<file path="config.mk">
export PLATFORM = sky130hd
export DESIGN_NAME = vga_scan_engine_flat
export DESIGN_NICKNAME = d
export VERILOG_FILES = /design/src/rtl/vga_timing_pkg.sv /design/src/rtl/vga_scan_engine_if.sv /design/src/rtl/scan_counter.sv /design/src/rtl/vga_scan_engine.sv /design/src/flat_wrapper.sv
export SDC_FILE = /design/constraint.sdc
export NUM_CORES = 1
export LEC_CHECK = 0
export ABC_AREA = 0
export ABC_CLOCK_PERIOD_IN_PS = 2400
export CAP_MARGIN = 30
export CORE_ASPECT_RATIO = 2
export CORE_UTILIZATION = 44
export DETAILED_ROUTE_END_ITERATION = 10
export GPL_TIMING_DRIVEN = 0
export PLACE_DENSITY = 0.79
export SYNTH_ARGS = -nofsm -noshare
export SYNTH_HDL_FRONTEND = slang
export SYNTH_SLANG_ARGS = --single-unit
</file>
<file path="constraint.sdc">
create_clock -name Clk -period 2.4 [get_ports Clk]
set_input_delay 0.72 -clock Clk [delete_from_list [all_inputs] [get_ports Clk]]
set_output_delay 0.72 -clock Clk [all_outputs]
set_load 0.02 [all_outputs]
</file>
<file path="src/rtl/vga_timing_pkg.sv">
// 640x480@60 timing constants, pixel colour type and region decode helpers
// shared by the scan engine and its counters.
package vga_timing_pkg;

  localparam int CNT_W = 10;

  localparam logic [9:0] H_VISIBLE  = 10'd640;
  localparam logic [9:0] H_FP_END   = 10'd656;
  localparam logic [9:0] H_SYNC_END = 10'd752;
  localparam logic [9:0] H_TOTAL    = 10'd800;

  localparam logic [9:0] V_VISIBLE  = 10'd480;
  localparam logic [9:0] V_FP_END   = 10'd490;
  localparam logic [9:0] V_SYNC_END = 10'd492;
  localparam logic [9:0] V_TOTAL    = 10'd525;

  typedef struct packed {
    logic [7:0] r;
    logic [7:0] g;
    logic [7:0] b;
  } rgb24_t;

  function automatic logic in_h_sync(input logic [9:0] h);
    return (h >= H_FP_END) && (h < H_SYNC_END);
  endfunction

  function automatic logic in_v_sync(input logic [9:0] v);
    return (v >= V_FP_END) && (v < V_SYNC_END);
  endfunction

  function automatic logic is_visible(input logic [9:0] h, input logic [9:0] v);
    return (h < H_VISIBLE) && (v < V_VISIBLE);
  endfunction

endpackage

</file>
<file path="src/rtl/vga_scan_engine_if.sv">
// Pixel-side bus of the scan engine: colour request/response plus DAC outputs.
// master = scan engine, slave = colour mapper / DAC side.
interface vga_scan_engine_if;

  logic [7:0] R_in;
  logic [7:0] G_in;
  logic [7:0] B_in;
  logic [9:0] DrawX;
  logic [9:0] DrawY;
  logic       pix_en;
  logic       frame_start;
  logic       VGA_CLK;
  logic       VGA_HS;
  logic       VGA_VS;
  logic       VGA_BLANK_N;
  logic       VGA_SYNC_N;
  logic [7:0] VGA_R;
  logic [7:0] VGA_G;
  logic [7:0] VGA_B;

  modport master (
    input  R_in, G_in, B_in,
    output DrawX, DrawY, pix_en, frame_start, VGA_CLK,
    output VGA_HS, VGA_VS, VGA_BLANK_N, VGA_SYNC_N, VGA_R, VGA_G, VGA_B
  );

  modport slave (
    output R_in, G_in, B_in,
    input  DrawX, DrawY, pix_en, frame_start, VGA_CLK,
    input  VGA_HS, VGA_VS, VGA_BLANK_N, VGA_SYNC_N, VGA_R, VGA_G, VGA_B
  );

endinterface

</file>
<file path="src/rtl/scan_counter.sv">
// Enabled modulo-(TC+1) counter; wrap is combinational and high on the enabled
// cycle where the count sits at TC. No latency on cnt, no backpressure.
module scan_counter #(
  parameter int             W  = 10,
  parameter logic [W-1:0]   TC = '1
) (
  input  logic         clk,
  input  logic         rst,
  input  logic         en,
  output logic [W-1:0] cnt,
  output logic         wrap
);

  logic [W-1:0] cnt_q, cnt_d;

  always_comb begin
    wrap  = en && (cnt_q == TC);
    cnt_d = cnt_q;
    if (en) begin
      cnt_d = wrap ? '0 : cnt_q + 1'b1;
    end
  end

  always_ff @(posedge clk or posedge rst) begin
    if (rst) begin
      cnt_q <= '0;
    end else begin
      cnt_q <= cnt_d;
    end
  end

  assign cnt = cnt_q;

endmodule

</file>
<file path="src/rtl/vga_scan_engine.sv">
// 640x480 VGA raster generator: half-rate pixel tick, DrawX/DrawY with no delay,
// sync/blank/RGB registered one pixel tick behind the counters; never stalls.
module vga_scan_engine
  import vga_timing_pkg::*;
(
  input  logic Clk,
  input  logic Reset,
  vga_scan_engine_if.master vga
);

  logic       started_q, started_d;
  logic       pix_en_q, pix_en_d;
  logic       hs_q, hs_d;
  logic       vs_q, vs_d;
  logic       blank_n_q, blank_n_d;
  rgb24_t     rgb_q, rgb_d;
  rgb24_t     rgb_in;
  logic [9:0] hc, vc;
  logic       h_wrap, v_wrap;
  logic       visible;

  scan_counter #(.W(CNT_W), .TC(H_TOTAL - 10'd1)) u_hc (
    .clk (Clk),
    .rst (Reset),
    .en  (pix_en_q),
    .cnt (hc),
    .wrap(h_wrap)
  );

  scan_counter #(.W(CNT_W), .TC(V_TOTAL - 10'd1)) u_vc (
    .clk (Clk),
    .rst (Reset),
    .en  (h_wrap),
    .cnt (vc),
    .wrap(v_wrap)
  );

  assign rgb_in  = '{r: vga.R_in, g: vga.G_in, b: vga.B_in};
  assign visible = is_visible(hc, vc);

  // started_q holds off the first tick by one edge so it lands on edge 2 after reset.
  always_comb begin
    started_d = 1'b1;
    pix_en_d  = started_q & ~pix_en_q;
    hs_d      = hs_q;
    vs_d      = vs_q;
    blank_n_d = blank_n_q;
    rgb_d     = rgb_q;
    if (pix_en_q) begin
      hs_d      = ~in_h_sync(hc);
      vs_d      = ~in_v_sync(vc);
      blank_n_d = visible;
      rgb_d     = visible ? rgb_in : '0;
    end
  end

  always_ff @(posedge Clk or posedge Reset) begin
    if (Reset) begin
      started_q <= 1'b0;
      pix_en_q  <= 1'b0;
      hs_q      <= 1'b1;
      vs_q      <= 1'b1;
      blank_n_q <= 1'b0;
      rgb_q     <= '0;
    end else begin
      started_q <= started_d;
      pix_en_q  <= pix_en_d;
      hs_q      <= hs_d;
      vs_q      <= vs_d;
      blank_n_q <= blank_n_d;
      rgb_q     <= rgb_d;
    end
  end

  assign vga.DrawX       = hc;
  assign vga.DrawY       = vc;
  assign vga.pix_en      = pix_en_q;
  // v_wrap is exactly the tick at (799,524), i.e. the tick that rolls over to (0,0).
  assign vga.frame_start = v_wrap;
  assign vga.VGA_CLK     = ~pix_en_q;
  assign vga.VGA_HS      = hs_q;
  assign vga.VGA_VS      = vs_q;
  assign vga.VGA_BLANK_N = blank_n_q;
  assign vga.VGA_SYNC_N  = 1'b0;
  assign vga.VGA_R       = rgb_q.r;
  assign vga.VGA_G       = rgb_q.g;
  assign vga.VGA_B       = rgb_q.b;

endmodule

</file>
<file path="src/flat_wrapper.sv">
// flat-port wrapper written by rule: the top's interface ports become plain ports
module vga_scan_engine_flat import vga_timing_pkg::*;
  (Clk, Reset, vga_R_in, vga_G_in, vga_B_in, vga_DrawX, vga_DrawY, vga_pix_en, vga_frame_start, vga_VGA_CLK, vga_VGA_HS, vga_VGA_VS, vga_VGA_BLANK_N, vga_VGA_SYNC_N, vga_VGA_R, vga_VGA_G, vga_VGA_B);
  vga_scan_engine_if vga_i ();
  input  logic Clk;
  input  logic Reset;
  input wire logic [$bits(vga_i.R_in)-1:0] vga_R_in;
  input wire logic [$bits(vga_i.G_in)-1:0] vga_G_in;
  input wire logic [$bits(vga_i.B_in)-1:0] vga_B_in;
  output wire logic [$bits(vga_i.DrawX)-1:0] vga_DrawX;
  output wire logic [$bits(vga_i.DrawY)-1:0] vga_DrawY;
  output wire logic [$bits(vga_i.pix_en)-1:0] vga_pix_en;
  output wire logic [$bits(vga_i.frame_start)-1:0] vga_frame_start;
  output wire logic [$bits(vga_i.VGA_CLK)-1:0] vga_VGA_CLK;
  output wire logic [$bits(vga_i.VGA_HS)-1:0] vga_VGA_HS;
  output wire logic [$bits(vga_i.VGA_VS)-1:0] vga_VGA_VS;
  output wire logic [$bits(vga_i.VGA_BLANK_N)-1:0] vga_VGA_BLANK_N;
  output wire logic [$bits(vga_i.VGA_SYNC_N)-1:0] vga_VGA_SYNC_N;
  output wire logic [$bits(vga_i.VGA_R)-1:0] vga_VGA_R;
  output wire logic [$bits(vga_i.VGA_G)-1:0] vga_VGA_G;
  output wire logic [$bits(vga_i.VGA_B)-1:0] vga_VGA_B;
  assign vga_i.R_in = vga_R_in;
  assign vga_i.G_in = vga_G_in;
  assign vga_i.B_in = vga_B_in;
  assign vga_DrawX = vga_i.DrawX;
  assign vga_DrawY = vga_i.DrawY;
  assign vga_pix_en = vga_i.pix_en;
  assign vga_frame_start = vga_i.frame_start;
  assign vga_VGA_CLK = vga_i.VGA_CLK;
  assign vga_VGA_HS = vga_i.VGA_HS;
  assign vga_VGA_VS = vga_i.VGA_VS;
  assign vga_VGA_BLANK_N = vga_i.VGA_BLANK_N;
  assign vga_VGA_SYNC_N = vga_i.VGA_SYNC_N;
  assign vga_VGA_R = vga_i.VGA_R;
  assign vga_VGA_G = vga_i.VGA_G;
  assign vga_VGA_B = vga_i.VGA_B;
  vga_scan_engine u_core (.Clk(Clk), .Reset(Reset), .vga(vga_i));
endmodule
</file>
==> impl_metrics.tcl, run 1 <==
set metrics [dict create \
    status "finished with violations" \
    failed_checks "negative setup slack" \
    yosysWarnings 0 \
    synth_nets 216 \
    clk_pin_slew_ps 90 \
    power_frac_seq_pct 46.2 \
    synth_edf_count 0 \
    postSynthCellCount 186 \
    rsz0062_at_grt "yes" \
    place_hpwl_um 3924 \
    io_buffers 75 \
    place_area_mm2 0.002980 \
    cp.arrival_ps 1890 \
    antenna_cells 0 \
    core_mm2 0.004642 \
    critPathKind "reg -> out" \
    antenna_left 0 \
    grt_max_degree 27 \
    p_comb_share_pct 26.7 \
    final_nets 307 \
    area_delta_synth_final_pct 48.22 \
    endpoint_kind "output pin" \
    die_area_mm2 0.005165 \
    maxCapViolCount 0 \
    fin_ws_ps -210.4 \
    critPathMaxFanout 3 \
    grt-ovfl-total 0 \
    fmax_mhz 383.1 \
    whs_ps 477.1 \
    ys_seq_area_share_pct 57.39 \
    setup_tns_ps -210.4 \
    antenna_found_initial 0 \
    wirelength_um 5390 \
    placementRows 35 \
    drt_pre_antenna_iters 4 \
    cts-buffers-inserted 5 \
    dr_total_vias 1800 \
    max_slew_margin_pct 50.58 \
    drt_iter0_markers 32 \
    final_core_utilization_pct 68.36 \
    async_reset_ff_share_pct 100.0 \
    ys.flop_type "dfrtp_1" \
    grt_pass1_vias 1777 \
    clockPowerShare_pct 27.1 \
    swShare_pct 29.49 \
    fin_crit_ps 2610 \
    intPower_uw 1517 \
    worstSetupStartpointType "flop" \
    grt_pass1_wl_um 8659 \
    postCtsHoldBufs 0 \
    die_y_um 100.6 \
    final_hold_viol_count 0 \
    cts_max_level 2 \
    wl_per_cell_um 16.19 \
    clockBufferDepth 2 \
    ys_seq_elements 49 \
    p_switching_uw 634.5 \
    setup-violations-final 1 \
    slew_violations 0 \
    grt_use_total_pct 22.77 \
    cts_tree "built" \
    drive_above_1_share_pct 12.95 \
    insertion_delay_ps 300 \
    fin_skew_ps 7.886 \
    die_w_um 51.32 \
    p_leak_uw 0.001366 \
    drcViolationCount 0 \
    pin_count 77 \
    crit_required_ps 1680 \
    vias_per_cell 5.405 \
    cts_sinks 49 \
    worst_pin_slew_ps 735.2 \
    hold_path.class "reg -> reg" \
    design_area_mm2 0.003173 \
    power_density_mw_per_mm2 678.1 \
    syn_area_per_cell_um2 11.51 \
    ir_worst_vdd_uv 516.8 \
    synthesis.area_mm2 0.002141 \
    post-route-period-util_pct 108.8 \
    root_buffer "clkbuf_8" \
    initial_core_util_pct 46.12 \
    synth_cell_types 37 \
    gp_congestion 0.8148 \
]
## critical path, cell delays in order, from the launching register on
cell and delay [ps]:
dfrtp_1 430, inv_2 110, ha_4 130, nand4_1 100
or4_4 540, nor2_4 140, buf_6 130
## sequential cells by signal (all words and copies together), names as in the netlist
register / flops
u_core.vga.VGA_HS: 1
u_core.vga.VGA_BLANK_N: 1
u_core.vga.VGA_B: 8
u_core.started_q: 1
u_core.vga.VGA_R: 8
u_core.u_vc.cnt: 10
u_core.vga.pix_en: 1
u_core.u_hc.cnt: 10
u_core.vga.VGA_G: 8
u_core.vga.VGA_VS: 1
## logic make-up after synthesis
family | Yosys count | synth area share, %
AND/OR/NAND/NOR | 60 | 15.96
flip-flops | 49 | 57.39
AO/OA/AOI/OAI | 36 | 13.44
buffers and inverters | 20 | 4.325
XOR/XNOR | 14 | 5.728
adder cells (fa/ha/maj) | 4 | 2.338
other | 2 | 0.3508
multiplexers | 1 | 0.4676
## area by class of cell
cell class,instances,area [um^2]
multi-input cells,117,835.8
inverters,10,40.04
clock inverters,2,35.03
plain buffers,9,51.30
fillers,369,1469
flip-flops and latches,49,1230
well taps,55,68.82
clock buffers,6,72.57
repair buffers,85,839.6
## power by group through the flow
stage          registers (uW)  clock network [uW]  logic (uW)
4_1_cts                   994                 590         581
6_report                  993                 583         575
5_1_grt                  1010                 616         616
3_3_place_gp             1010                   0         564
3_5_place_dp             1010                   0         579
2_1_floorplan            1120                   0         177
## metrics by stage
stage	setup slack (ps)	power, uW	cells
after global routing	-230.5	2240	333
after detailed placement	-494.0	1590	317
after floorplan	106.6	1295	186
after global placement	-456.7	1569	316
final	-210.4	2152	333
after CTS	-215.3	2165	329
## layer usage
metal  track usage [%]  share of wire, %  wire (um)
met2             41.80                55       2940
met5                 0                 0          0
met3             4.827               5.6        301
met4             8.108               1.7         91
met1             24.98                38       2055
## cells in the mapped netlist (all sizes together) (2+ instances only)
| cell | n | area share (%) |
|---|---|---|
| buf | 5 | 1.7 |
| nand3 | 7 | 1.6 |
| nor3 | 2 | 0.70 |
| and3 | 3 | 0.88 |
| a22o | 24 | 9.8 |
| inv | 9 | 1.6 |
| a21o | 2 | 0.70 |
| nand2 | 9 | 1.6 |
| o21ai | 5 | 1.2 |
| nor4 | 7 | 2.3 |
| nor2 | 15 | 3.0 |
| xnor2 | 12 | 4.9 |
| conb | 2 | 0.35 |
| or4 | 2 | 0.70 |
| and4 | 2 | 0.82 |
| xor2 | 2 | 0.82 |
| clkbuf | 5 | 0.88 |
| dfstp | 2 | 2.5 |
| ha | 4 | 2.3 |
| nand4 | 8 | 2.3 |
| dfrtp | 47 | 55 |
| a21oi | 2 | 0.47 |
## path summary, 6_finish.rpt
path,startpoint,to,slack [ps],cells past startpoint
min in group asynchronous,Reset,u_core.vga.VGA_G[6],770,2
min reg2reg,u_core.started_q,u_core.vga.pix_en,480,1
min,u_core.started_q,u_core.vga.pix_en,480,1
max in group asynchronous,Reset,u_core.vga.VGA_VS,1040,3
max reg2reg,u_core.u_hc.cnt[1],u_core.u_vc.cnt[0],420,5
max,u_core.u_vc.cnt[0],vga_frame_start,-210,6
## placed cells by master, fill, tap and decap left out, types with 3 or more instances in the layout
master           synthesis  layout
nor4_1                   6       6
ha_1                     4       3
nand4_1                  8       8
dfrtp_1                 47      46
a22o_1                  24      24
and3_1                   3       3
clkbuf_8                 0       5
buf_4                    2      11
inv_1                    9       6
o21ai_0                  5       5
nand2_1                  9       9
nand3_1                  7       7
inv_2                    0       3
nor2_1                  14      14
clkbuf_1                 5       5
clkdlybuf4s50_1          0      74
xnor2_1                 12      12
## timing repair
action	CTS	global route
endpoints found under the setup margin	2	2
resized for setup	9	5
pin swaps	3	3
gates cloned	0	0
buffers inserted	5	4
Note: power is estimated with default switching activity, not from simulation.
==> run 2, diff against run 1 <==
ABC_CLOCK_PERIOD_IN_PS = 3200   (was 2400)
CORE_UTILIZATION = 48   (was 44)
PLACE_DENSITY = 0.85   (was 0.79)
clock period = 3.2 ns   (was 2.4 ns; I/O delays follow)
==> run 2 against run 1 <==
Compared with the run above: sequential share of layout area increased by 1.4 points; critical path depth unchanged; clock skew is 1.9 ps lower; hold slack better by 14 ps; the flow now finishes without violations; clock power down 40%; via count down 2.7%; setup slack improved by 400 ps; critical endpoint unchanged; die area fell by 8.1%; power decreased by 29%; sequential power decreased by 25%.
==> impl_metrics.tcl, run 2 (synthesized netlist as in run 1, its figures left out) <==
set metrics [dict create \
    drive_above_1_share_pct 7.407 \
    die_w_um 49.22 \
    final_hold_viol_count 0 \
    clk_pin_slew_ps 80 \
    r2r_setup_slack_ps 1250 \
    slowest_stage "or4_1" \
    rsz0062_at_grt "no" \
    setup-violations-final 0 \
    slew_violations 0 \
    place_hpwl_um 3809 \
    area_delta_synth_final_pct 42.84 \
    status "complete, no violations" \
    ir_worst_vdd_uv 391.1 \
    antenna_cells 0 \
    worstSetupStartpoint "u_core.u_vc.cnt[1]" \
    final_nets 299 \
    grt_use_total_pct 23.21 \
    vias_per_cell 5.407 \
    rr_startpoint "u_core.u_hc.cnt[1]" \
    crit_chain "inv_1, ha_1, nand4_1, or4_1, nor2_4, clkbuf_2" \
    insertion_delay_ps 300 \
    design_area_mm2 0.003058 \
    wirelength_um 5043 \
    regToRegEndpoint "u_core.u_hc.cnt[1]" \
    multi_input_area_um2 819.5 \
    setup_tns_ps 0 \
    cts-buffers-inserted 5 \
    critPathMaxFanout 6 \
    pin_count 77 \
    fmax_mhz 331.8 \
    drt_iter0_markers 42 \
    mostFrequentLayoutCell "clkdlybuf4s50_1" \
    seq_area_mm2 0.001229 \
    worst_pin_slew_ps 739.6 \
    hold_path.class "reg -> reg" \
    maxCapViolCount 0 \
    die_y_um 96.45 \
    post-route-period-util_pct 94.19 \
    fin_crit_ps 3014 \
    cts_tree "built" \
    endpoint_kind "output pin" \
    p_leak_uw 0.001297 \
    whs_ps 491.2 \
    grt-ovfl-total 0 \
    initial_core_util_pct 49.83 \
    core_mm2 0.004297 \
    wl_per_cell_um 15.56 \
    worstSetupStartpointType "flop" \
    cts_max_level 2 \
    crit_required_ps 2240 \
    cts_resized 1 \
    drt_pre_antenna_iters 4 \
    dr_total_vias 1752 \
    cp.arrival_ps 2050 \
    power_density_mw_per_mm2 497.8 \
    grt_max_degree 39 \
    max_slew_margin_pct 50.28 \
    critPathKind "reg -> out" \
    io_buffers 75 \
    endpoint "vga_frame_start" \
    crit_path_max_incr_delay_ps 580 \
    antenna_left 0 \
    grt_pass1_vias 1675 \
    layout_common_cells "clkdlybuf4s50_1 (74), dfrtp_1 (47), a22o_1 (24)" \
    post_cts_buffers 0 \
    antenna_found_initial 0 \
    root_buffer "clkbuf_8" \
    postCtsHoldBufs 0 \
    place_area_mm2 0.002979 \
    rr_worst_depth 4 \
    clockBufferDepth 2 \
    die_area_mm2 0.004747 \
    placementRows 34 \
    cts_sinks 49 \
    drcViolationCount 0 \
    gp_congestion 0.8602 \
    grt_pass1_wl_um 8217 \
    fillCellCount 338 \
    fin_skew_ps 5.961 \
]
[run 2: cell count changes in the layout (fill, tap and decap cells not counted), sizes merged]
cell	previous run	this run
buf	16	6
bufinv	1	0
clkbuf	10	13
clkinvlp	0	1
inv	10	9
[run 2: how the worst min path moves through the flow]
stage | from | end | slack (ps) | cells past startpoint
after CTS | u_core.vga.VGA_BLANK_N | u_core.vga.VGA_BLANK_N | 490 | 1
after floorplan | u_core.started_q | u_core.vga.pix_en | 440 | 1
after global placement | u_core.started_q | u_core.vga.pix_en | 440 | 1
after detailed placement | u_core.vga.VGA_BLANK_N | u_core.vga.VGA_BLANK_N | 470 | 1
after global routing | u_core.started_q | u_core.vga.pix_en | 520 | 1
final | u_core.vga.VGA_BLANK_N | u_core.vga.VGA_BLANK_N | 490 | 1
[run 2: report_power, final]
| group | switching [uW] | internal, uW |
|---|---|---|
| clock | 194 | 155 |
| combinational | 212 | 216 |
| sequential | 54.7 | 690 |
[run 2: area by class of cell]
cell class	count	share of cell area (%)
flip-flops and latches	49	40.18
clock inverters	1	0.2455
plain buffers	10	1.800
inverters	10	1.227
multi-input cells	117	26.80
clock buffers	7	2.496
well taps	54	2.209
repair buffers	76	25.04
[run 2: routing by layer]
metal / global-route usage [%] / wire, um / vias up / share of wire (%)
met5: 0 / 0 / - / 0
met4: 12.50 / 149 / 0 / 3.0
met3: 4.225 / 178 / 11 / 3.5
met2: 42.12 / 2815 / 64 / 56
met1: 25.15 / 1899 / 849 / 38
li1: - / - / 828 / -
[run 2: per-stage QoR]
step	utilization [%]	power, uW	worst slack, ps	instances
2_1_floorplan	-	971.3	666.6	186
3_3_place_gp	68.87	1174	105.0	315
3_5_place_dp	69.34	1190	82.85	316
4_1_cts	71.26	1540	17.92	324
5_1_grt	71.17	1600	75.77	324
6_report	71.17	1522	186.0	324
[run 2: worst max-delay path: cells and delay by family (launching register included)]
family                     cells  cell delay, ps
DFF                            1             460
buffers and inverters          2             310
and+or+nand+nor                3             850
adders and majority gates      1             140
==> run 3, diff against run 2 <==
CORE_UTILIZATION = 50   (was 48)
CTS_BUF_LIST = sky130_fd_sc_hd__clkbuf_4 sky130_fd_sc_hd__clkbuf_8   (was not set)
PLACE_DENSITY = 0.88   (was 0.85)
==> run 3 against run 2 <==
Compared with the run above: sequential power about the same; largest cell class unchanged; first-iteration DRC count shrank 19%; non-clock buffer count stayed put; clock-buffer cell count unchanged; hold slack worse by 6.3 ps; clock power increased by 12%; setup slack worse by 31 ps.
==> impl_metrics.tcl, run 3 (synthesized netlist as in run 1, its figures left out) <==
set metrics [dict create \
    cp.arrival_ps 2090 \
    power_uw 1569 \
    insertion_delay_ps 300 \
    crit_path_max_incr_delay_ps 590 \
    clockBufferDepth 2 \
    p_comb_share_pct 27.5 \
    hold_path.class "reg -> reg" \
    grt_pass1_vias 1672 \
    wl_per_cell_um 15.33 \
    status "complete, no violations" \
    worst_pin_slew_ps 735.1 \
    endpoint_kind "output pin" \
    grt_pass1_wl_um 7590 \
    crit_chain "inv_1, ha_1, nand4_1, or4_1, nor2_4, clkbuf_2" \
    die_w_um 48.27 \
    grt_use_total_pct 23.54 \
    ir_worst_vdd_uv 425.9 \
    fillCellCount 280 \
    cts-buffers-inserted 5 \
    clk_pin_slew_ps 90 \
    p_switching_uw 467.0 \
    critPathKind "reg -> out" \
    drt_pre_antenna_iters 4 \
    initial_core_util_pct 52.37 \
    layout_common_cells "clkdlybuf4s50_1 (74), dfrtp_1 (47), a22o_1 (24)" \
    fmax_mhz 328.4 \
    fin_skew_ps 8.364 \
    root_buffer "clkbuf_8" \
    critPathBufInv 2 \
    final_hold_viol_count 0 \
    rr_worst_depth 4 \
    antenna_found_initial 0 \
    rsz0062_at_grt "no" \
    grt_max_degree 45 \
    area_delta_synth_final_pct 43.54 \
    path_depth 6 \
    intPower_uw 1102 \
    final_nets 299 \
    drcViolationCount 0 \
    swShare_pct 29.76 \
    slew_violations 0 \
    antenna_cells 0 \
    pin_count 77 \
    post-route-period-util_pct 95.17 \
    cts_max_level 2 \
    die_area_mm2 0.004563 \
    slowest_stage "or4_1" \
    mostFrequentLayoutCell "clkdlybuf4s50_1" \
    gp_congestion 0.7867 \
    min_path_cells 1 \
    clockPowerShare_pct 25.0 \
    fin_crit_ps 3045 \
    die_y_um 94.54 \
    p_leak_uw 0.001312 \
    core_mm2 0.004088 \
    critPathMaxFanout 5 \
    antenna_left 0 \
    io_buffers 75 \
    placementRows 33 \
    dr_total_vias 1755 \
    crit_required_ps 2240 \
    critPathTopFamily "simple AND/OR/NAND/NOR gates" \
    drt_iter0_markers 34 \
    place_hpwl_um 3663 \
    max_slew_margin_pct 50.59 \
    wirelength_um 4936 \
    power_density_mw_per_mm2 510.6 \
    cts_tree "built" \
    final_core_utilization_pct 75.18 \
    grt-ovfl-total 0 \
    worstSetupStartpointType "flop" \
    setup-violations-final 0 \
    post_cts_buffers 0 \
    maxCapViolCount 0 \
    setup_tns_ps 0 \
    cts_sinks 49 \
    power_frac_seq_pct 47.5 \
    drive_above_1_share_pct 8.148 \
    vias_per_cell 5.450 \
]
-- run 3: stage by stage --
| stage | hold WS [ps] | setup WS (ps) | instance area, um^2 | cells |
|---|---|---|---|---|
| 3_5_place_dp | 464.3 | 70.92 | 2977 | 314 |
| 4_1_cts | 483.8 | 18.28 | 3078 | 322 |
| 6_report | 484.9 | 154.6 | 3073 | 322 |
| 3_3_place_gp | 443.1 | 95.08 | 2957 | 313 |
| 2_1_floorplan | 438.5 | 666.6 | 2141 | 186 |
| 5_1_grt | 520.2 | 57.86 | 3073 | 322 |
-- run 3: final cells by class --
type	count	area (um^2)	area share [%]
plain buffers	10	55.05	1.792
clock buffers	7	96.34	3.135
clock inverters	1	5.005	0.1629
inverters	10	37.54	1.221
multi-input cells	117	819.5	26.67
flip-flops and latches	49	1229	39.98
well taps	52	65.06	2.117
repair buffers	76	765.7	24.92
-- run 3: routing by layer --
layer  wire (um)  vias up  track usage, %
met5           0        -               0
met3         249       12           5.927
met4         129        0           11.11
li1            -      824               -
met2        2680       62           39.78
met1        1877      857           25.57
-- run 3: timing repair --
item | 4_1_cts | 5_1_grt
hold buffers | 0 | 0
setup endpoints to repair | 1 | 1
resized for setup | 2 | 1
-- run 3: path summary, 6_finish.rpt --
check | start | slack (ps) | endpoint
setup reg to reg | u_core.u_hc.cnt[0] | 1320 | u_core.u_hc.cnt[1]
hold / removal | u_core.started_q | 480 | u_core.vga.pix_en
hold reg to reg | u_core.started_q | 480 | u_core.vga.pix_en
setup / recovery | u_core.u_vc.cnt[0] | 150 | vga_frame_start
min in group asynchronous | Reset | 850 | u_core.vga.VGA_B[1]
max in group asynchronous | Reset | 1860 | u_core.vga.VGA_VS
-- run 3: power by group through the flow --
stage / clock network, uW / registers [uW] / logic [uW]
floorplan: 0 / 839 / 132
global placement: 0 / 754 / 421
detailed placement: 0 / 758 / 433
CTS: 399 / 746 / 435
global route: 430 / 758 / 461
finish: 392 / 745 / 432
==> variant (settings of run 1) <==
Make the reset (`Reset` and `rst`) synchronous in 2 clocked blocks.
--- a/src/rtl/scan_counter.sv
+++ b/src/rtl/scan_counter.sv
@@ -23,3 +23,3 @@
 
-  always_ff @(posedge clk or posedge rst) begin
+  always_ff @(posedge clk) begin
     if (rst) begin
--- a/src/rtl/vga_scan_engine.sv
+++ b/src/rtl/vga_scan_engine.sv
@@ -56,3 +56,3 @@
 
-  always_ff @(posedge Clk or posedge Reset) begin
+  always_ff @(posedge Clk) begin
     if (Reset) begin
Formal check against the unedited RTL: differs if Reset is asserted again (counterexample within 4 cycles, from zero or initial values and one cycle with Reset high); with Reset held inactive, the same outputs for 10 cycles.
==> variant against run 1 <==
Non-clock buffer count is 6 lower. Critical path depth decreased by 3. Synthesized area decreased by 9.4%. Sequential cell count stayed put. Setup slack better by 0.28 ns. Final area shrank 8.1%. Cell count fell by 0.30%. Wire length shrank 7.7%.
Power is not compared: it rests on default switching activity, and its combinational part moved more than twofold at a synthesized area within 25%.
==> variant: results (changes against run 1) <==
| Metric | Value |
|---|---|
| Crit-path max cell delay | 0.65 ns (+0.11 ns) |
| FILL cells | 352 (-4.6%) |
| RePlAce Congestion | 0.771 (-5.3%) |
| Status | complete, no violations |
| Synth Net Count | 223 (+3.2%) |
| Die width | 49.0 um (-4.6%) |
| Slew @ Worst Pin | 0.696 ns (-0.0391 ns) |
| Hold Slack | 0.453 ns (-0.0244 ns) |
| # Post-CTS Setup Buffers | 0 (-5) |
| Via density | 5.34 (-1.3%) |
| Placed Cells | 319 (+0.63%) |
| CP delay by family, top | buffers and inverters |
| Final Power | 0.00164 W |
| Register area | 983 um2 (-20%) |
| Final Skew | 0.00865 ns (+0.000764 ns) |
| Synth cell count leaders | dfxtp_1 (49), a22o_1 (24), nor2_1 (17), a21oi_1 (11), nand2_1 (11) |
| Nonclk inv count | 9 (-1) |
| GRT Resource Usage Total | 22.1% (-0.66 points) |
| Crit Path Max Fanout | 10 (+7) |
| Synth top area cells | dfxtp_1 (51%), a22o_1 (11%), nor2_1 (3.3%) |
| Slowest cell on the critical path | clkdlybuf4s50_1 |
| Post-cts resize count | 6 (-3) |
| Area delta synth->final | 50.2% |
| Hold EP | u_core.vga.pix_en |
| Layout non-clock buf frac | 28.5% (+0.42 points) |
| Syn. warnings | 0 (unchanged) |
| IO Port Bufs | 74 (-1.3%) |
| Distinct cells, synth | 38 (+2.7%) |
| Post-Layout Cell Count | 332 (-0.30%) |
| Worst reg2reg startpoint | u_core.u_vc.cnt[0] |
| Setup crit end | vga_VGA_CLK |
| Worst r2r path cells | 7 (+2) |
| Min-Delay Startpoint | u_core.started_q |
| Origin of the worst setup path | u_core.vga.pix_en |
| Placed Area | 2750 um2 (-7.9%) |
| Worst Path Arrival | 1.61 ns (-0.28 ns) |
| WL per Instance | 15.0 um (-7.4%) |
| Worst hold path class | reg2reg |
| DPL Wire Length | 3.57 mm (-9.1%) |
| Place WS | -0.182 ns (+0.312 ns) |
| Multi-input combinational area share | 30.3% (+3.9 points) |
| #MultiIn Comb | 126 (+7.7%) |
| Largest net degree at the start of global routing | 17 (-37%) |
| Final worst-path cycle share | 97.1% (-12 points) |
| Post-synthesis sequential area ratio | 50.5% (-6.8 points) |
| Cells after Synth | 193 (+3.8%) |
| First-pass GRT wire length | 7.92 mm (-8.5%) |
| Share of cells above drive strength 1 | 10.4% (-2.6 points) |
| Worst skew pair latency | 0.30 ns (about the same) |
| Initial drt markers | 38 (+19%) |
| Max VDD drop | 538 uV |
| Async S/R FF share, synth | 0% (-100 points) |
| R2r endpoint | u_core.u_vc.cnt[6] |
| Number of global-route vias before repair | 1,704 (-4.1%) |
| ClkCell Share | 4.12% (+0.73 points) |
| Layout Nets | 309 (+0.65%) |
| Non-CTS buffers | 88 (-6.4%) |
-- variant: cell count changes in the layout (fill, tap and decap cells not counted), sizes merged, moves of 4 or more --
cell          run 1  this run
buf              16        12
or3               1         5
dfxtp             0        49
a21oi             2        11
xor2              2         6
nor4              7         2
dfrtp            47         0
xnor2            12         4
-- variant: cell families after synthesis --
kind of cell	Yosys count	share of synthesized area [%]
XOR/XNOR	10	4.51
other	1	0.193
buffers and inverters	18	4.45
AO/OA/AOI/OAI	47	17.4
AND/OR/NAND/NOR	64	20.3
flip-flops	49	50.5
adder cells (fa/ha/maj)	4	2.58
-- variant: routing by layer --
layer | up-vias | wire [um] | part of all wire (%) | track usage (%)
li1 | 864 | - | - | -
met1 | 833 | 1980 | 40 | 23.8
met5 | - | 0 | 0 | 0
met2 | 62 | 2630 | 53 | 39.8
met4 | 0 | 180 | 3.6 | 12.7
met3 | 13 | 186 | 3.7 | 4.27
